<file path="config.mk">
export PLATFORM = sky130hd
export DESIGN_NAME = fetch_stage
export DESIGN_NICKNAME = d
export VERILOG_FILES = /design/src/rtl/fetch_stage.sv
export SDC_FILE = /design/constraint.sdc
export NUM_CORES = 1
export LEC_CHECK = 0
export CAP_MARGIN = 20
export CORE_ASPECT_RATIO = 0.8
export CORE_MARGIN = 2
export CORE_UTILIZATION = 44
export CTS_BUF_LIST = sky130_fd_sc_hd__clkbuf_4
export DETAILED_ROUTE_END_ITERATION = 10
export GPL_TIMING_DRIVEN = 0
export PLACE_DENSITY = 0.82
export SETUP_SLACK_MARGIN = 0.15
export SYNTH_ARGS = -nofsm -noshare
export SYNTH_HDL_FRONTEND = slang
export SYNTH_SLANG_ARGS = --single-unit
export TNS_END_PERCENT = 1
</file>
<file path="constraint.sdc">
create_clock -name clk -period 2.9 [get_ports clk]
set_input_delay 0.58 -clock clk [delete_from_list [all_inputs] [get_ports clk]]
set_output_delay 0.58 -clock clk [all_outputs]
set_load 0.1 [all_outputs]
</file>
<file path="src/rtl/fetch_stage.sv">
// ---------------------------------------------------------------------------
// fetch_stage
//   Instruction fetch stage with a BOOT/RUN/HALT controller and an FD
//   (fetch->decode) pipeline register.
//   - imem_addr is driven combinationally from the PC register; the
//     instruction memory answers combinationally on imem_rdata.
//   - BOOT lasts one cycle after reset and loads a bubble.
//   - RUN fetches one word per cycle unless decode stalls.
//   - A word whose opcode equals HALT_OPCODE is passed on as valid, and
//     fetching then stops in HALT until execute redirects with a branch.
//   - A branch from execute wins over a stall and squashes the FD register.
//   - A bubble always carries instruction_decode == 16'h0000. Opcode 0000
//     is a legal instruction, so decode must qualify with valid_decode.
//
//   Optional feature (macro FETCH_PERF_CNT_EN):
//     defined   -> fetch_count counts every valid load into the FD register
//                  (wraps at 16 bits).
//     undefined -> fetch_count is tied to zero and no counter exists.
// ---------------------------------------------------------------------------
module fetch_stage #(
  parameter logic [15:0] RESET_PC    = 16'h0000,
  parameter logic [3:0]  HALT_OPCODE = 4'hF
) (
  input  logic        clk,
  input  logic        rst,
  input  logic        stall,
  input  logic        branch_taken,
  input  logic [15:0] branch_target,
  output logic [15:0] imem_addr,
  input  logic [15:0] imem_rdata,
  output logic [15:0] instruction_decode,
  output logic [15:0] pc_decode,
  output logic        valid_decode,
  output logic        halted,
  output logic [15:0] fetch_count
);

  typedef enum logic [1:0] {
    BOOT = 2'd0,
    RUN  = 2'd1,
    HALT = 2'd2
  } state_t;

  state_t      state;
  logic [15:0] pc;

  // Redirect applies in RUN and HALT only; during BOOT it is ignored.
  logic redirect;
  // This cycle loads a real instruction into the FD register.
  logic load_valid;
  // The word being fetched carries the halt opcode.
  logic is_halt_word;

  assign imem_addr    = pc;
  assign redirect     = branch_taken && (state != BOOT);
  assign load_valid   = (state == RUN) && !branch_taken && !stall;
  assign is_halt_word = (imem_rdata[15:12] == HALT_OPCODE);
  assign halted       = (state == HALT);

  // Fetch controller: next state, PC and FD register in one sequential block.
  // NOTE: sequential state uses non-blocking (<=) so every register samples
  // the pre-edge values, independent of statement order.
  always_ff @(posedge clk or posedge rst) begin
    if (rst) begin
      state              <= BOOT;
      pc                 <= RESET_PC;
      instruction_decode <= 16'h0000;
      pc_decode          <= 16'h0000;
      valid_decode       <= 1'b0;
    end else if (redirect) begin
      // Squash the FD register and restart fetching at the target.
      state              <= RUN;
      pc                 <= branch_target;
      instruction_decode <= 16'h0000;
      valid_decode       <= 1'b0;
    end else begin
      case (state)
        BOOT: begin
          // One bubble cycle with the PC held, then start fetching.
          instruction_decode <= 16'h0000;
          valid_decode       <= 1'b0;
          state              <= RUN;
        end
        RUN: begin
          if (load_valid) begin
            instruction_decode <= imem_rdata;
            pc_decode          <= pc;
            valid_decode       <= 1'b1;
            if (is_halt_word) begin
              state <= HALT;
            end else begin
              pc <= pc + 16'd1;  // wraps FFFF -> 0000
            end
          end
          // stall: PC and FD register hold their values
        end
        HALT: begin
          // Keep feeding bubbles until execute redirects, stall or not.
          instruction_decode <= 16'h0000;
          valid_decode       <= 1'b0;
        end
        default: begin
          state              <= BOOT;
          instruction_decode <= 16'h0000;
          valid_decode       <= 1'b0;
        end
      endcase
    end
  end

`ifdef FETCH_PERF_CNT_EN
  logic [15:0] fetch_count_q;

  // Performance counter: one per valid instruction handed to decode.
  always_ff @(posedge clk or posedge rst) begin
    if (rst) begin
      fetch_count_q <= 16'h0000;
    end else if (load_valid) begin
      fetch_count_q <= fetch_count_q + 16'd1;
    end
  end

  assign fetch_count = fetch_count_q;
`else
  assign fetch_count = 16'h0000;
`endif

endmodule

</file>
==> qor.txt <==
Status: finished, final reports clean
Final Cycle Share: 91.3%
Fraction of layout cells with a size suffix above 1: 10.0%
Fillers: 451
Routability Congestion: 0.858
CP peak stage delay: 1200 ps
TritonCTS Buffers: 5
All-Layer GR Usage: 20.9%
Syn. warnings: 0
Largest net degree at the start of global routing: 37
Hold WC Path Type: input pin to async pin
Post-CTS Setup Bufs: 0
Crit path arrival time: 2070 ps
Clock sinks: 51
Die height: 70.5 µm
FMAX: 0.378 GHz
Core Region: 5410 µm²
R2r worst-path depth: 6
ANT nets after route: 0
Synth Flop Type: dfrtp_1
Final wirelength: 6170 µm
Die area: 6150 µm²
DRC errors left: 0
Global-route wire length before repair: 10,100 µm
Setup violators final: 0
DR iter-0 viols: 201
R2R Path Start: state[1]
Vias after detailed routing: 2,117
Io pins: 102
Worst-Skew Late Latency: 380 ps
Cell variety after synth: 42
Reg2Reg Capture Point: imem_addr[7]
Fin Setup TNS: 0 ps
I/O Buffers: 85
Required time of the worst setup path: 2320 ps
Via/cell ratio: 4.98
Dpl cell area: 3440 µm²
CTS tree: yes
Die width: 87.2 µm
EDFF count, synth: 0
Max H-tree Level: 2
CP max stage cell: clkdlybuf4s50_1
Fin. Hold Viols: 0
Worst Skew: 8.36 ps
Fin nets: 396
Async SR Flop Fraction: 100%
Total grt overflow: 0
Core Rows: 24
Vias in the first global route: 2,043
Synth Cell Area: 2430 µm²
Normalized max-slew margin: 32.6%
Critical-path maximum fanout: 8
Synthesized area per cell: 9.70 µm²
Maxcap violations: 0
Clock Tree Root: clkbuf_4
Critical path cell sequence: clkdlybuf4s50_1
Buf/Inv on CP: 1
Yosys reg bits: 51
Synth-to-Final Area Change: 43.7%
Fin crit period: 2650 ps
R2R Setup Slk: 650 ps
Synth Instances: 251
Hpwl dp: 4660 µm
CP delay by family, top: buffers and inverters
Pleak: 0.00161 µW
Initial antenna violation count: 0
Max clock buf depth: 2
Final Max Tran Viols: 0
Worst-path clk slew: 150 ps
Final Instance Area: 3500 µm²
CP Capture Type: output port
Initial Utilization: 45.0%
Final Util: 64.7%
RSZ-0062 raised after global routing: no
Post-synthesis sequential area ratio: 52.4%
Critical Setup Path Class: flop to output port
Power Dens Cells: 641 nW/µm²
CP Launch Type: flop
Maximum vdd drop: 0.267 mV
Worst Tran Pin Value: 1010 ps
Diode count: 0
Drt pass-1 iters: 4
Routed WL per cell: 14.5 µm
## power breakdown
part / switching [µW] / total, µW / internal, µW / leakage, µW
Clock: 239 / 342 / 104 / 0.0000317
Combinational: 803 / 1050 / 245 / 0.000943
Sequential: 69.5 / 855 / 786 / 0.000635
## layout make-up
type | instances | area [µm²] | share of cell area [%]
buffer | 29 | 175 | 5.01
inverter | 3 | 11.3 | 0.322
timing repair buffer | 86 | 870 | 24.8
sequential | 51 | 1280 | 36.5
clock inverter | 2 | 12.5 | 0.358
multi-input combinational | 183 | 1030 | 29.4
tap | 65 | 81.3 | 2.32
clock buffer | 6 | 45.0 | 1.29
## stage by stage
stage / instances / total power, µW / setup slack [ps] / hold WS (ps)
3_5_place_dp: 417 / 1920 / 36.7 / 462
5_1_grt: 425 / 2320 / 171 / 479
4_1_cts: 425 / 2250 / 243 / 465
2_1_floorplan: 266 / 1650 / 462 / 577
6_report: 425 / 2240 / 251 / 463
3_3_place_gp: 416 / 1900 / 36.1 / 460
## registers in the layout (all words and copies together) (netlist names)
register / flops
pc_decode: 16
valid_decode: 1
state: 2
imem_addr: 16
instruction_decode: 16
## synth_stat cells, types with 3 or more instances
cell type | count | area [µm²]
or4_1 | 5 | 37.5
o311ai_0 | 5 | 43.8
clkbuf_1 | 6 | 22.5
nand2_1 | 61 | 229
nor3b_1 | 4 | 30.0
buf_4 | 16 | 120
mux2i_1 | 18 | 180
buf_2 | 5 | 25.0
nand4_1 | 3 | 18.8
nand3_1 | 9 | 45.0
nor2_1 | 24 | 90.1
dfrtp_1 | 51 | 1280
o21ai_0 | 6 | 30.0
and4_1 | 3 | 26.3
inv_1 | 3 | 11.3
## kinds of logic (layout without fill, tap and decap cells)
group | Yosys count | after routing | share of synthesized area (%)
muxes | 19 | 19 | 7.86
other | 1 | 16 | 0.154
and+or+nand+nor | 120 | 120 | 23.4
xor gates and xnor gates | 1 | 1 | 0.360
buffers and inverters | 32 | 126 | 7.66
adders and majority gates | 1 | 1 | 0.514
DFF | 51 | 51 | 52.4
AOI/OAI and AO/OA | 26 | 26 | 7.61
## metal layers
metal / part of all wire (%) / global-route usage [%] / vias to the layer above
li1: - / - / 1054
met1: 45 / 30.2 / 988
met2: 47 / 32.1 / 66
met3: 5.5 / 3.85 / 9
met4: 1.8 / 7.01 / 0
met5: 0 / 0 / -
## repair_timing
item	CTS	global route
resized for setup	1	0
setup endpoints to repair	1	0
hold buffers	0	0
## cell usage in the layout, fill, tap and decap left out, types with 2 or more instances in the layout
cell type	n
or4_1	5
buf_1	2
clkbuf_4	6
a31oi_1	2
nor2_1	24
dfrtp_1	51
o211ai_1	2
nor2b_1	2
o311ai_0	5
buf_4	16
and4_1	3
conb_1	16
nand4_1	3
o21ai_0	6
buf_2	5
nand2_1	61
a211oi_1	2
clkbuf_1	6
clkdlybuf4s50_1	84
nor3b_1	4
mux2i_1	18
inv_1	2
nand3_1	9
## how the worst max path moves through the flow
stage	depth (start not counted)	slack, ps	endpoint	from
2_1_floorplan	2	460	halted	state[1]
3_3_place_gp	6	40	imem_addr[7]	branch_taken
3_5_place_dp	6	40	imem_addr[7]	branch_taken
4_1_cts	1	240	imem_addr[3]	imem_addr[3]
5_1_grt	1	170	imem_addr[10]	imem_addr[10]
6_report	1	250	imem_addr[3]	imem_addr[3]
(Power assumes the default switching activity.)
